<file path="config.mk">
export PLATFORM = sky130hd
export DESIGN_NAME = uart_bridge_slave_ctrl
export DESIGN_NICKNAME = d
export VERILOG_FILES = /design/src/rtl/bridge_pkg.sv /design/src/rtl/bridge_wr_fifo.sv /design/src/rtl/uart_bridge_slave_ctrl.sv
export SDC_FILE = /design/constraint.sdc
export NUM_CORES = 1
export LEC_CHECK = 0
export ABC_AREA = 1
export CELL_PAD_IN_SITES_DETAIL_PLACEMENT = 0
export CELL_PAD_IN_SITES_GLOBAL_PLACEMENT = 1
export CORE_MARGIN = 5
export CORE_UTILIZATION = 30
export CTS_BUF_LIST = sky130_fd_sc_hd__clkbuf_4 sky130_fd_sc_hd__clkbuf_8
export CTS_CLUSTER_SIZE = 28
export DETAILED_ROUTE_END_ITERATION = 12
export PLACE_DENSITY = 0.64
export SLEW_MARGIN = 15
export SYNTH_ARGS = -nofsm -noshare
export SYNTH_HDL_FRONTEND = slang
export SYNTH_SLANG_ARGS = --single-unit
</file>
<file path="constraint.sdc">
create_clock -name clk -period 2.2 [get_ports clk]
set_clock_uncertainty 0.2 [all_clocks]
set_input_delay 0.33 -clock clk [delete_from_list [all_inputs] [get_ports clk]]
set_output_delay 0.33 -clock clk [all_outputs]
set_load 0.005 [all_outputs]
</file>
<file path="src/rtl/bridge_pkg.sv">
// Shared definitions for the UART bridge slave controller: FSM encoding, frame mode bits
// and frame field offsets.
package bridge_pkg;

    typedef enum logic [2:0] {
        IDLE   = 3'd0,
        WLOAD  = 3'd1,
        TXWAIT = 3'd2,
        RSEND  = 3'd3,
        RWAIT  = 3'd4
    } state_t;

    localparam logic MODE_WR = 1'b1;
    localparam logic MODE_RD = 1'b0;

    // TX frame layout, LSB first: addr, data, mode, tag, zero pad
    function automatic int addr_lsb();
        return 0;
    endfunction

    function automatic int data_lsb(input int aw);
        return aw;
    endfunction

    function automatic int mode_bit(input int aw, input int dw);
        return aw + dw;
    endfunction

    function automatic int tag_lsb(input int aw, input int dw);
        return aw + dw + 1;
    endfunction

endpackage

</file>
<file path="src/rtl/bridge_wr_fifo.sv">
// Posted-write queue: synchronous FIFO with wrap-bit pointers and a combinational
// head read, so the head entry is visible in the same cycle it is popped.
module bridge_wr_fifo
    import bridge_pkg::*;
#(
    parameter int DEPTH = 4,
    parameter int WIDTH = 20
) (
    input  logic             clk,
    input  logic             rst,
    input  logic             push,
    input  logic             pop,
    input  logic [WIDTH-1:0] wdata,
    output logic [WIDTH-1:0] rdata,
    output logic             full,
    output logic             empty
);

    localparam int PW = $clog2(DEPTH);

    logic [WIDTH-1:0] mem [DEPTH];
    logic [PW:0]      wr_ptr;
    logic [PW:0]      rd_ptr;

    // NOTE: storage is not reset; the pointers alone decide which entries are valid.
    always_ff @(posedge clk) begin
        if (push && !full) begin
            mem[wr_ptr[PW-1:0]] <= wdata;
        end
    end

    always_ff @(posedge clk) begin
        if (rst) begin
            wr_ptr <= '0;
            rd_ptr <= '0;
        end else begin
            if (push && !full) wr_ptr <= wr_ptr + 1'b1;
            if (pop && !empty) rd_ptr <= rd_ptr + 1'b1;
        end
    end

    assign rdata = mem[rd_ptr[PW-1:0]];
    assign empty = (wr_ptr == rd_ptr);
    assign full  = (wr_ptr[PW] != rd_ptr[PW]) && (wr_ptr[PW-1:0] == rd_ptr[PW-1:0]);

endmodule

</file>
<file path="src/rtl/uart_bridge_slave_ctrl.sv">
// Memory-side bridge controller: queues posted writes, serialises tagged UART frames and
// matches tagged read responses. Define BRIDGE_TIMEOUT_EN to enable the read timeout.
module uart_bridge_slave_ctrl
    import bridge_pkg::*;
#(
    parameter int ADDR_WIDTH  = 12,
    parameter int DATA_WIDTH  = 8,
    parameter int TAG_WIDTH   = 4,
    parameter int WQ_DEPTH    = 4,
    parameter int TX_WIDTH    = 32,
    parameter int RX_WIDTH    = 16,
    parameter int TIMEOUT_CYC = 1000000
) (
    input  logic                  clk,
    input  logic                  rst,
    input  logic                  mem_wen,
    input  logic                  mem_ren,
    input  logic [ADDR_WIDTH-1:0] mem_addr,
    input  logic [DATA_WIDTH-1:0] mem_wdata,
    output logic                  mem_wack,
    output logic [DATA_WIDTH-1:0] mem_rdata,
    output logic                  mem_rvalid,
    output logic                  rd_err,
    output logic                  ready,
    output logic [TX_WIDTH-1:0]   u_din,
    output logic                  u_en,
    input  logic                  u_tx_busy,
    input  logic                  u_rx_ready,
    input  logic [RX_WIDTH-1:0]   u_dout
);

    localparam int ENTRY_W = ADDR_WIDTH + DATA_WIDTH;
    localparam int A_LSB   = addr_lsb();
    localparam int D_LSB   = data_lsb(ADDR_WIDTH);
    localparam int M_BIT   = mode_bit(ADDR_WIDTH, DATA_WIDTH);
    localparam int T_LSB   = tag_lsb(ADDR_WIDTH, DATA_WIDTH);

    state_t               state;
    logic [TAG_WIDTH-1:0] tag;
    logic                 rd_pending;
    logic                 fifo_push;
    logic                 fifo_full;
    logic                 fifo_empty;
    logic [ENTRY_W-1:0]   fifo_head;
    logic                 rx_match;
    logic                 timed_out;

    function automatic logic [TX_WIDTH-1:0] make_frame(
        input logic                  mode,
        input logic [TAG_WIDTH-1:0]  t,
        input logic [DATA_WIDTH-1:0] d,
        input logic [ADDR_WIDTH-1:0] a
    );
        logic [TX_WIDTH-1:0] f;
        f                        = '0;
        f[A_LSB +: ADDR_WIDTH]   = a;
        f[D_LSB +: DATA_WIDTH]   = d;
        f[M_BIT]                 = mode;
        f[T_LSB +: TAG_WIDTH]    = t;
        return f;
    endfunction

    // A write already acknowledged is still held high for one cycle; do not push it twice.
    assign fifo_push = mem_wen && !mem_ren && !mem_wack && !fifo_full;
    assign rx_match  = u_rx_ready && (u_dout[DATA_WIDTH +: TAG_WIDTH] == tag);
    assign ready     = !fifo_full && (state == IDLE) && !mem_wen && !mem_ren;

    bridge_wr_fifo #(
        .DEPTH (WQ_DEPTH),
        .WIDTH (ENTRY_W)
    ) u_wr_fifo (
        .clk   (clk),
        .rst   (rst),
        .push  (fifo_push),
        .pop   (state == WLOAD),
        .wdata ({mem_addr, mem_wdata}),
        .rdata (fifo_head),
        .full  (fifo_full),
        .empty (fifo_empty)
    );

`ifdef BRIDGE_TIMEOUT_EN
    localparam int CNT_W = $clog2(TIMEOUT_CYC);
    logic [CNT_W-1:0] to_cnt;

    assign timed_out = (to_cnt == CNT_W'(TIMEOUT_CYC - 1));

    always_ff @(posedge clk) begin
        if (rst || state != RWAIT) to_cnt <= '0;
        else if (!timed_out)       to_cnt <= to_cnt + 1'b1;
    end
`else
    logic [31:0] unused_timeout;
    assign unused_timeout = 32'(TIMEOUT_CYC);
    assign timed_out      = 1'b0;
`endif

    if (RX_WIDTH > TAG_WIDTH + DATA_WIDTH) begin : g_rx_pad
        logic unused_rx_pad;
        assign unused_rx_pad = ^u_dout[RX_WIDTH-1:TAG_WIDTH+DATA_WIDTH];
    end

    always_ff @(posedge clk) begin
        if (rst) begin
            state      <= IDLE;
            tag        <= '0;
            rd_pending <= 1'b0;
            u_din      <= '0;
            u_en       <= 1'b0;
            mem_wack   <= 1'b0;
            mem_rdata  <= '0;
            mem_rvalid <= 1'b0;
            rd_err     <= 1'b0;
        end else begin
            // NOTE: pulse outputs default low each cycle and are raised only by the state that owns them.
            mem_wack   <= fifo_push;
            u_en       <= 1'b0;
            mem_rvalid <= 1'b0;
            rd_err     <= 1'b0;
            case (state)
                IDLE: begin
                    // mem_ren is still high during the rvalid cycle; do not restart that read.
                    if (!fifo_empty)                  state <= WLOAD;
                    else if (mem_ren && !mem_rvalid) state <= RSEND;
                end
                WLOAD: begin
                    u_din      <= make_frame(MODE_WR, tag, fifo_head[DATA_WIDTH-1:0],
                                             fifo_head[ENTRY_W-1 -: ADDR_WIDTH]);
                    u_en       <= 1'b1;
                    rd_pending <= 1'b0;
                    state      <= TXWAIT;
                end
                RSEND: begin
                    u_din      <= make_frame(MODE_RD, tag, '0, mem_addr);
                    u_en       <= 1'b1;
                    rd_pending <= 1'b1;
                    state      <= TXWAIT;
                end
                TXWAIT: begin
                    // Busy cannot reflect the launch yet while u_en is still high.
                    if (!u_en && !u_tx_busy) state <= rd_pending ? RWAIT : IDLE;
                end
                RWAIT: begin
                    if (rx_match) begin
                        mem_rdata  <= u_dout[DATA_WIDTH-1:0];
                        mem_rvalid <= 1'b1;
                        tag        <= tag + 1'b1;
                        state      <= IDLE;
                    end else if (timed_out) begin
                        mem_rdata  <= '0;
                        mem_rvalid <= 1'b1;
                        rd_err     <= 1'b1;
                        tag        <= tag + 1'b1;
                        state      <= IDLE;
                    end
                end
                default: state <= IDLE;
            endcase
        end
    end

endmodule
</file>
==> impl_metrics.toml <==
[routing]
vias = 3839
drtAntennaViolNets = 0
wl_um = 12200
firstDrtPassIters = 5
route.detailed.drc = 0
viasPerCell = 4.56
drt_first_iter_violations = 185
post_drt_wl_per_cell_um = 14.5

[finish]
drive_above_1_share = 0.135
diodes = 0
area_growth_syn_to_layout_pct = 31.8
post-route-util = 0.399
nNetsFinal = 652

[sta]
slew_viol_final = 0
finalWorstSetupSlack_ns = 0.129
rsz0062_at_grt = "no"
fmax_ghz = 0.483
setup_violations = 0
hold_violations = 0
fin_crit_ns = 2.07
fin_tns_setup_ns = 0
fin_crit_sh = 0.942

[status]
status = "completed"

[floorplan]
initial_utilization = 0.303
core_area_mm2 = 0.0171
die_width_um = 141
dieArea_mm2 = 0.0200
ioPinCount = 87
fp-row-count = 48
dieHeight_um = 141

[clock_tree]
clockBufferDepth = 2
clock_latency_ns = 0.43
clk_pin_slew_ns = 0.07
clockRootBuffer = "clkbuf_8"
h-tree-depth = 4
cts_hold_buf = 0
cts_sinks = 132
numCtsBuffers = 17
cts_tree = "yes"

[synth]
synth_area_mm2 = 0.00518
synth_area_leaders = "edfxtp_1 46%, dfxtp_1 20%, nor2_1 6.9%, nand2_1 5.8%, o21ai_0 5.5%"
avgSynthCellArea_um2 = 10.4
synth_seq_area_share = 0.665
synth_top_area_frac = 0.464
synth_cell_types = 30
ys_seq_elements = 132
ys.warnings.count = 0
yosysTopAreaCell = "edfxtp_1"
syn_inst = 500

[worst_setup_path]
crit_fanout = 3
crit_end = "ready"
crit_path_frequent_cell = "nand2_1"
reg2reg_to = "u_wr_fifo.mem[2][8]"
worstRegToRegCells = 9
crit_path_start = "u_wr_fifo.wr_ptr[1]"
cp.required_ns = 1.67
reg2reg_slack_ns = 0.32
end_kind = "output port"
crit_arrival_ns = 1.54
worstReg2RegStart = "u_wr_fifo.wr_ptr[0]"
cp_cell_sequence = "buf_4 -> nand2_1 -> nand2_1 -> nor2_2 -> nand2b_1 -> nand2_1 -> inv_1 -> clkdlybuf4s15_1"
crit_type = "flip-flop to output port"
cp_slowest_cell = "dfxtp_2"
slowest_delay_ns = 0.33
start_kind = "flip-flop"

[grt]
track_usage = 0.126
grt_first_pass_wirelength_um = 19600
gr-total-overflow = 0
antenna_found_initial = 0
grt_pass1_vias = 3821
grt_max_degree = 41

[placed_design]
post-place-ws_ns = -0.00819
finalWeightedCongestion = 0.771
portBuffers = 74
post-dp-hpwl_um = 8040

[hold_path]
min_path_type = "flip-flop to flip-flop"

[flow_run]
drv_cap = 0

[power]
design_power_total_uw = 6550
ir_drop_mv = 0.483
power-per-cell-area_mw_per_mm2 = 958
leakage_uw = 0.00245
==> final cells by class <==
| cell class | instances | area, µm² |
|---|---|---|
| flip-flops and latches | 132 | 3450 |
| repair buffers | 109 | 1050 |
| well taps | 225 | 282 |
| fillers | 1679 | 10300 |
| inverters | 23 | 86.3 |
| clock inverters | 10 | 130 |
| multi-input cells | 321 | 1550 |
| clock buffers | 22 | 284 |
==> metrics by stage <==
| step | hold slack (ns) | instance area (µm²) | cells |
|---|---|---|---|
| 6_report | 0.269 | 6830 | 842 |
| 5_1_grt | 0.288 | 6830 | 842 |
| 4_1_cts | 0.272 | 6810 | 840 |
| 3_5_place_dp | 0.261 | 6320 | 800 |
| 3_3_place_gp | 0.255 | 6320 | 800 |
| 2_1_floorplan | 0.229 | 5210 | 507 |
==> report_power, final <==
group | switching, µW | internal (µW) | total, µW | leakage [µW]
combinational | 784 | 711 | 1500 | 0.00109
sequential | 111 | 2830 | 2940 | 0.00115
clock | 897 | 1210 | 2110 | 0.000206
==> cell usage after synthesis <==
| library cell | n |
|---|---|
| inv_1 | 20 |
| nand2b_1 | 1 |
| ha_1 | 6 |
| nor3_1 | 3 |
| conb_1 | 1 |
| buf_2 | 6 |
| nand3_1 | 5 |
| o32ai_1 | 8 |
| nand2_1 | 80 |
| nor3b_1 | 1 |
| nor2_2 | 2 |
| xnor2_1 | 3 |
| inv_2 | 3 |
| buf_1 | 1 |
| a211oi_1 | 1 |
| xor2_1 | 3 |
| nor2_1 | 95 |
| o2111ai_1 | 1 |
| a21oi_1 | 21 |
| nand2_2 | 2 |
| buf_4 | 9 |
| o21ai_1 | 8 |
| nand4_2 | 1 |
| a31oi_1 | 12 |
| nor3_2 | 1 |
| o21ai_0 | 57 |
| clkbuf_1 | 15 |
| nand4_1 | 2 |
| edfxtp_1 | 80 |
| dfxtp_1 | 52 |
==> worst min path at each step <==
stage	startpoint	to	depth (start not counted)
3_3_place_gp	u_din[15]	u_din[15]	2
6_report	u_din[18]	u_din[18]	2
5_1_grt	u_din[18]	u_din[18]	2
2_1_floorplan	mem_wdata[0]	u_wr_fifo.mem[0][0]	0
4_1_cts	u_din[18]	u_din[18]	2
3_5_place_dp	u_din[18]	u_din[18]	2
==> timing repair <==
item / CTS / global route
buffers inserted: 8 / 2
endpoints found under the setup margin: 1 / 1
resized for setup: 6 / 3
endpoints found under the hold margin: 0 / 0
pin swaps: 2 / 2
==> critical path, delay by kind of cell (launching register included) <==
kind / cells / cell delay, ns
flops: 1 / 0.33
simple gates: 5 / 0.40
buf+inv: 3 / 0.37
==> kinds of logic after synthesis <==
family | after synthesis | synth area share
compound gates | 108 | 0.114
xor+xnor | 6 | 0.0101
fa+ha+maj | 6 | 0.0145
buf+inv | 54 | 0.0471
flops | 132 | 0.665
other cells | 1 | 0.000724
simple gates | 193 | 0.149
==> state kept, by name, summed over array words and instances (netlist names), named ones only <==
signal and count:
mem_wack 1, u_wr_fifo.wr_ptr 3, mem_rvalid 1, mem_rdata 8, tag 4, rd_pending 1
u_wr_fifo.rd_ptr 3, state 3, u_en 1, u_wr_fifo.mem 80, u_din 25
==> routing by layer <==
metal,global-route usage,share of wire
met2,0.208,0.47
met4,0.0439,0.012
met5,0,0
met1,0.156,0.45
met3,0.0374,0.062
==> layout by cell type, fill, tap and decap left out, types with 3 or more instances in the layout <==
master,Yosys,layout
nor2_1,95,90
nand2_1,80,80
edfxtp_1,80,80
clkdlybuf4s50_1,0,73
o21ai_0,57,57
dfxtp_1,52,49
buf_4,9,31
a21oi_1,21,21
inv_1,20,20
clkbuf_8,0,19
a31oi_1,12,12
o32ai_1,8,8
o21ai_1,8,8
conb_1,1,8
nor2_2,2,7
ha_1,6,6
nand3_1,5,5
buf_12,0,4
inv_2,3,3
xor2_1,3,3
bufinv_16,0,3
clkinv_1,0,3
clkbuf_4,0,3
No activity file was read; power rests on OpenSTA's default activity.
